==> src/rtl/imem_loader.sv <==
// Byte-stream loader for the instruction memory: assembles little-endian words,
// writes them through a one-cycle port and gates core reset on a clean XOR checksum.
module imem_loader #(
  parameter int N  = 32,
  parameter int AW = 6
) (
  input  logic          clk_i,
  input  logic          rst_i,
  input  logic          start_i,
  input  logic [7:0]    byte_in_i,
  input  logic          byte_valid_i,
  output logic          byte_ready_o,
  output logic          we_o,
  output logic [AW-1:0] waddr_o,
  output logic [N-1:0]  wdata_o,
  output logic          busy_o,
  output logic          done_o,
  output logic          err_o,
  output logic          cpu_hold_o
);

  typedef enum logic [2:0] {
    S_IDLE, S_HDR, S_DATA, S_WRITE, S_CHK, S_DONE, S_ERR
  } state_t;

  state_t        state_q, state_d;
  logic [AW:0]   idx_q, idx_d;
  logic [AW:0]   cnt_q, cnt_d;
  logic [1:0]    bcnt_q, bcnt_d;
  logic [7:0]    chk_q, chk_d;
  logic [N-1:0]  wdata_q, wdata_d;
  logic          fire;
  logic [AW:0]   idx_inc;

  assign fire    = byte_valid_i && byte_ready_o;
  assign idx_inc = idx_q + 1'b1;

  always_ff @(posedge clk_i or posedge rst_i) begin
    if (rst_i) begin
      state_q <= S_IDLE;
      idx_q   <= '0;
      cnt_q   <= '0;
      bcnt_q  <= '0;
      chk_q   <= '0;
      wdata_q <= '0;
    end else begin
      state_q <= state_d;
      idx_q   <= idx_d;
      cnt_q   <= cnt_d;
      bcnt_q  <= bcnt_d;
      chk_q   <= chk_d;
      wdata_q <= wdata_d;
    end
  end

  always_comb begin
    state_d = state_q;
    idx_d   = idx_q;
    cnt_d   = cnt_q;
    bcnt_d  = bcnt_q;
    chk_d   = chk_q;
    wdata_d = wdata_q;
    unique case (state_q)
      S_IDLE, S_DONE, S_ERR: begin
        if (start_i) begin
          state_d = S_HDR;
          idx_d   = '0;
          bcnt_d  = '0;
          chk_d   = '0;
        end
      end
      S_HDR: begin
        if (fire) begin
          chk_d = byte_in_i;
          if (byte_in_i[7:6] != 2'b00) begin
            state_d = S_ERR;
          end else begin
            // A zero count field means a full-depth image.
            cnt_d   = (byte_in_i[AW-1:0] == '0) ? {1'b1, {AW{1'b0}}}
                                                : {1'b0, byte_in_i[AW-1:0]};
            state_d = S_DATA;
          end
        end
      end
      S_DATA: begin
        if (fire) begin
          wdata_d[8*bcnt_q +: 8] = byte_in_i;
          chk_d  = chk_q ^ byte_in_i;
          bcnt_d = bcnt_q + 1'b1;
          if (bcnt_q == 2'd3) state_d = S_WRITE;
        end
      end
      S_WRITE: begin
        idx_d   = idx_inc;
        state_d = (idx_inc == cnt_q) ? S_CHK : S_DATA;
      end
      S_CHK: begin
        if (fire) state_d = (byte_in_i == chk_q) ? S_DONE : S_ERR;
      end
      default: state_d = S_IDLE;
    endcase
  end

  assign byte_ready_o = (state_q == S_HDR) || (state_q == S_DATA) || (state_q == S_CHK);
  assign we_o         = (state_q == S_WRITE);
  assign waddr_o      = idx_q[AW-1:0];
  assign wdata_o      = wdata_q;
  assign busy_o       = byte_ready_o || we_o;
  assign done_o       = (state_q == S_DONE);
  assign err_o        = (state_q == S_ERR);
  assign cpu_hold_o   = (state_q != S_DONE);

endmodule

==> config.mk <==
export PLATFORM = sky130hd
export DESIGN_NAME = imem_loader
export DESIGN_NICKNAME = d
export VERILOG_FILES = /design/src/rtl/imem_loader.sv
export SDC_FILE = /design/constraint.sdc
export NUM_CORES = 1
export LEC_CHECK = 0
export CORE_MARGIN = 10
export CORE_UTILIZATION = 38
export CTS_CLUSTER_SIZE = 14
export DETAILED_ROUTE_END_ITERATION = 8
export PLACE_DENSITY_LB_ADDON = 0.1
export SLEW_MARGIN = 25
export SYNTH_ARGS = -nofsm -noshare
export SYNTH_HDL_FRONTEND = slang
export SYNTH_SLANG_ARGS = --single-unit
==> constraint.sdc <==
create_clock -name clk_i -period 2.1 [get_ports clk_i]
set_input_delay 0.42 -clock clk_i [delete_from_list [all_inputs] [get_ports clk_i]]
set_output_delay 0.42 -clock clk_i [all_outputs]
set_load 0.01 [all_outputs]
==> impl_metrics.yaml, run 1 <==
run_status:
  status: "finished, final reports clean"
power:
  intPower_w: 0.00361
  p_clk_share_pct: 17.5
  combPwrFrac_pct: 50.0
  seq_power_share_pct: 32.5
  leakagePower_nw: 1.79
  p_switching_w: 0.00226
  swShare_pct: 38.5
  power_density_mw_per_mm2: 1420
  vdd_drop_max_mv: 0.464
synth:
  synth_compound_area_share_pct: 17.9
  synth-simple-area-share_pct: 19.2
  synth_commonest_cells: "81 x nand2_1, 59 x dfrtp_1, 56 x o21ai_0"
  synthDistinctLibCells: 49
  synth_seq_cells: 59
  synth_xor_area_share_pct: 5.19
  synth_top_area_share_pct: 47.1
  syn_area_mm2: 0.00314
  synth_top_family_by_area: "simple AND/OR/NAND/NOR gates"
  yosys_warnings: 0
  synth_top_flop_cell: "dfrtp_1"
  synthAdderAreaFrac_pct: 2.39
  synth.avg_cell_area_um2: 9.07
  synthTopCellsByArea: "dfrtp_1 47%, nand2_1 9.7%, o21ai_0 8.9%"
  async_reset_ff_share_pct: 100
  synth_most_common_cell: "nand2_1"
  ys_seq_area_share_pct: 47.1
  synthMuxAreaShare_pct: 3.19
  post-synth-top-area-cell: "dfrtp_1"
  synth-edff-count: 0
  syn_inst: 346
  synth_nets: 364
worst_setup_path:
  crit_chain: "xnor2_2 -> o21ai_0 -> or2_2 -> dlygate4sd2_1"
  slowest_stage: "dfrtp_2"
  critPathRequiredTime_ns: 1.68
  path_class: "flip-flop to output port"
  reg2reg_slack_ns: 0.16
  worst-endpoint-arrival_ns: 1.62
  slowest_delay_ns: 0.45
  cp_max_fo: 4
  start_kind: "flip-flop"
  crit_path_end_kind: "output port"
detailed_routing:
  drc: 0
  final_antenna_net_count: 0
  wirelength_um: 8250
  drtIter0Drc: 109
  wl_per_cell_um: 15.7
  drtPass1Iterations: 4
  vias_per_cell: 5.07
  vias: 2674
placement:
  place_area_mm2: 0.00394
  pre_cts_ws_ns: -0.0950
  dp_hpwl_um: 6000
  port-buffer-count: 55
  placed_cells: 512
  gp_congestion: 0.821
global_routing:
  track_usage_pct: 13.5
  grt_pass1_wl_um: 13700
  antenna_found_initial: 0
  grt_max_degree: 60
  grt_pass1_vias: 2611
  grt_overflow: 0
timing:
  tns_ns: 0
  slew_viol_final: 0
  finalCritPeriodShare_pct: 97.0
  fmax_ghz: 0.491
  period_needed_ns: 2.04
  skew_ns: 0.00753
  setup_viol: 0
  relSlewSlack_pct: 61.3
  hold_viol: 0
  setup_ws_ns: 0.0631
  tightest_slew_ns: 0.581
die:
  fp-row-count: 33
  core_region_area_mm2: 0.00813
  initial_core_util_pct: 38.6
  die_w_um: 111
  die_h_um: 111
  dieArea_mm2: 0.0123
  io_pins: 56
clock_tree:
  root_buffer: "clkbuf_8"
  clock_path_buffers: 2
  cts.sinks: 59
  cts-htree-levels: 3
  cts_buffers: 9
  clkLatencyLatePin_ns: 0.33
  cts.clk_slew.worst_paths_ns: 0.06
  cts_setup_buffers: 0
  cts_tree: "done"
min_path:
  hold_path_class: "primary input to asynchronous set/reset pin"
finish:
  multi_input_area_mm2: 0.00151
  fin_cells: 527
  nFillCells: 779
  final-seq-area_mm2: 0.00148
  syn2layout_area_growth_pct: 32.0
  drive_above_1_share_pct: 16.4
  final_area_mm2: 0.00414
  antenna_cells: 0
  nets: 436
flow_run:
  drv_cap: 0
path summary, 6_finish.rpt:
path	endpoint	cells past startpoint	startpoint
hold / removal	cnt_q[2]$_DFFE_PP0P_	3	rst_i
max in group asynchronous	state_q[0]$_DFFE_PP0P_	3	rst_i
min in group clk_i	wdata_o[26]$_DFFE_PP0P_	2	wdata_o[26]$_DFFE_PP0P_
setup / recovery	busy_o	4	state_q[0]$_DFFE_PP0P_
setup reg to reg	state_q[1]$_DFFE_PP0P_	6	idx_q[1]$_DFFE_PP0P_
hold reg to reg	wdata_o[26]$_DFFE_PP0P_	2	wdata_o[26]$_DFFE_PP0P_
area by class of cell:
| class | count | share of cell area [%] |
|---|---|---|
| Clock buffer | 10 | 3.32 |
| Clock inverter | 5 | 1.30 |
| Inverter | 7 | 0.634 |
| Multi-Input combinational cell | 255 | 36.5 |
| Sequential cell | 59 | 35.7 |
| Tap cell | 105 | 3.17 |
| Timing Repair Buffer | 86 | 19.4 |
state kept, by name (all words and copies together) (netlist names):
name and count:
cnt_q 7, idx_q 7, wdata_o 32, chk_q 8
bcnt_q 2, state_q 3
cells in the final DEF, fill, tap and decap left out, types with 7 or more instances in the layout:
cell type	instances
o21ai_1	7
dfrtp_1	58
buf_4	28
o21ai_0	56
nor2_1	10
clkbuf_8	10
nand2_1	81
clkdlybuf4s50_1	49
xor2_1	11
mux2_2	8
per-layer routing:
layer  part of all wire [%]  global-route usage, %  vias to the layer above
li1                       -                      -                     1333
met1                     46                   17.6                     1267
met2                     46                   20.6                       65
met3                    6.6                   4.60                        9
met4                    1.1                   3.65                        0
met5                      0                      0                        -
power groups by stage:
stage | Combinational (W) | Sequential (W) | Clock [W]
detailed placement | 0.00300 | 0.00192 | 0
global placement | 0.00296 | 0.00191 | 0
finish | 0.00294 | 0.00191 | 0.00103
CTS | 0.00296 | 0.00191 | 0.00105
floorplan | 0.00168 | 0.00195 | 0
global route | 0.00327 | 0.00198 | 0.00111
critical path, delay by kind of cell (launching register included):
kind                   cells  cell delay, ns
AND/OR/NAND/NOR            1            0.28
buffers and inverters      1            0.28
flip-flops                 1            0.45
XOR/XNOR                   1            0.18
AO/OA/AOI/OAI              1            0.11
stage by stage:
step / hold slack, ns / total power (W) / utilization, %
after floorplan: 0.463 / 0.00363 / -
after global placement: 0.463 / 0.00487 / 48.5
after detailed placement: 0.472 / 0.00492 / 48.5
after CTS: 0.474 / 0.00592 / 50.8
after global routing: 0.479 / 0.00635 / 50.9
final: 0.469 / 0.00587 / 50.9
what timing repair did:
action / in CTS / in global routing
gates resized for setup: 9 / 2
hold buffers: 0 / 0
gates cloned: 0 / 0
endpoints found under the hold margin: 0 / 0
setup endpoints to repair: 6 / 1
cell families (layout without fill, tap and decap cells):
| logic type | count (synthesis) | count (layout) |
|---|---|---|
| XOR/XNOR | 17 | 17 |
| AO/OA/AOI/OAI | 93 | 93 |
| buffers and inverters | 32 | 108 |
| adder cells (fa/ha/maj) | 6 | 6 |
| flip-flops | 59 | 59 |
| AND/OR/NAND/NOR | 130 | 130 |
| multiplexers | 9 | 9 |
Note: power is estimated with default switching activity, not from simulation.
==> run 2, diff against run 1 <==
CORE_MARGIN = unset   (was 10)
CTS_CLUSTER_DIAMETER = 200   (was unset)
==> run 2 against run 1 <==
Sequential share of layout area fell by 0.41 points. Combinational power increased by 5%. Design area increased by 1.2%. Sequential power about the same. Core utilization is 2.5 points higher. Clock skew hardly changed. Critical path depth up 1. Critical path type unchanged. Largest cell class unchanged.
==> impl_metrics.yaml, run 2 (same netlist as run 1, synthesis figures left out) <==
flow_run:
  drv_cap: 0
power:
  leakagePower_nw: 1.82
  combPwrFrac_pct: 52.5
  swShare_pct: 39.2
  vdd_drop_max_mv: 0.670
  power_density_mw_per_mm2: 1410
  p_switching_w: 0.00231
  finalPower_w: 0.00589
  intPower_w: 0.00359
  seq_power_share_pct: 32.6
  p_clk_share_pct: 14.9
global_routing:
  grt_overflow: 0
  grt_pass1_wl_um: 12700
  grt_pass1_vias: 2435
  antenna_found_initial: 0
  track_usage_pct: 19.3
  grt_max_degree: 60
clock_tree:
  clkLatencyLatePin_ns: 0.33
  cts-htree-levels: 3
  cts_buffers: 9
  cts.clk_slew.worst_paths_ns: 0.07
  clock_path_buffers: 2
  cts.sinks: 59
  root_buffer: "clkbuf_8"
  cts_tree: "done"
worst_setup_path:
  slowest_delay_ns: 0.47
  worst-endpoint-arrival_ns: 1.54
  r2r_start: "state_q[2]$_DFFE_PP0P_"
  path_class: "flip-flop to output port"
  reg2reg_slack_ns: 0.17
  cp_max_fo: 7
  ff2ff_path_depth: 8
  crit_path_end_kind: "output port"
  start_kind: "flip-flop"
  crit_chain: "buf_4 -> inv_2 -> nand2_1 -> nor2_1 -> dlygate4sd2_1"
  worst_r2r_endpoint: "idx_q[2]$_DFFE_PP0P_"
  critPathRequiredTime_ns: 1.68
  slowest_stage: "dfrtp_2"
detailed_routing:
  vias_per_cell: 5.02
  vias: 2664
  drtPass1Iterations: 4
  drc: 0
  wl_per_cell_um: 14.6
  drtIter0Drc: 149
  wirelength_um: 7770
  final_antenna_net_count: 0
finish:
  drive_above_1_share_pct: 18.4
  final_cell_mix: "81 x nand2_1, 57 x dfrtp_1, 55 x o21ai_0"
  nets: 442
  syn2layout_area_growth_pct: 33.7
  final_common_cell: "nand2_1"
  antenna_cells: 0
  largest_register_ffs: 32
timing:
  fmax_ghz: 0.510
  slew_viol_final: 0
  setup_viol: 0
  period_needed_ns: 1.96
  hold_viol: 0
  skew_ns: 0.00763
  hold_ws_ns: 0.462
  rsz0062_at_grt: "no"
  finalCritPeriodShare_pct: 93.3
  relSlewSlack_pct: 69.6
  tightest_slew_ns: 0.457
  tns_ns: 0
die:
  dieArea_mm2: 0.00862
  initial_core_util_pct: 40.0
  io_pins: 56
  die_h_um: 92.9
  fp-row-count: 32
  die_w_um: 92.9
  core_region_area_mm2: 0.00785
placement:
  port-buffer-count: 55
  gp_congestion: 0.876
  dp_hpwl_um: 5470
min_path:
  hold_path_class: "primary input to asynchronous set/reset pin"
run_status:
  status: "finished, final reports clean"
## run 2: power groups by stage
stage               Sequential (W)  Combinational [W]  Clock, W
floorplan                  0.00195            0.00168         0
global placement           0.00193            0.00294         0
detailed placement         0.00195            0.00297         0
CTS                        0.00192            0.00308  0.000911
global route               0.00199            0.00340  0.000961
finish                     0.00192            0.00309  0.000880
## run 2: repair_timing
action	in CTS	in global routing
resized for setup	13	4
pin swaps	1	0
setup buffers	4	0
hold buffers	0	0
endpoints found under the setup margin	6	6
## run 2: critical path, delay by kind of cell, from the launching register on
family	cells	cell delay [ns]
buffers and inverters	3	0.55
DFF	1	0.47
and+or+nand+nor	2	0.20
## run 2: cell type report
type	instances	area, um2
repair buffers	92	858
flip-flops and latches	59	1480
multi-input cells	255	1530
well taps	102	128
fillers	764	3650
clock buffers	9	124
clock inverters	7	45.0
inverters	7	26.3
## run 2: metal layers
metal | up-vias | global-route usage, % | routed length [um]
li1 | 1345 | - | -
met1 | 1246 | 27.3 | 3780
met2 | 67 | 29.3 | 3610
met3 | 6 | 4.02 | 299
met4 | 0 | 6.41 | 77
met5 | - | 0 | 0
## run 2: worst max path at each step
stage | startpoint | endpoint | slack, ns | depth (start not counted)
floorplan | rst_i | bcnt_q[0]$_DFFE_PP0P_ | 0.22 | 1
global placement | byte_valid_i | chk_q[7]$_DFFE_PP0P_ | -0.06 | 5
detailed placement | byte_valid_i | chk_q[7]$_DFFE_PP0P_ | -0.13 | 5
CTS | state_q[1]$_DFFE_PP0P_ | busy_o | 0.01 | 5
global route | state_q[2]$_DFFE_PP0P_ | idx_q[2]$_DFFE_PP0P_ | 0.03 | 8
finish | state_q[0]$_DFFE_PP0P_ | err_o | 0.14 | 5
## run 2: stage by stage
stage	setup WS (ns)	instance area, um2	instances	utilization, %
floorplan	0.224	3140	346	-
global placement	-0.0554	3950	511	50.4
detailed placement	-0.132	3950	511	50.4
CTS	0.0138	4180	531	53.2
global route	0.0251	4190	531	53.4
finish	0.140	4190	531	53.4
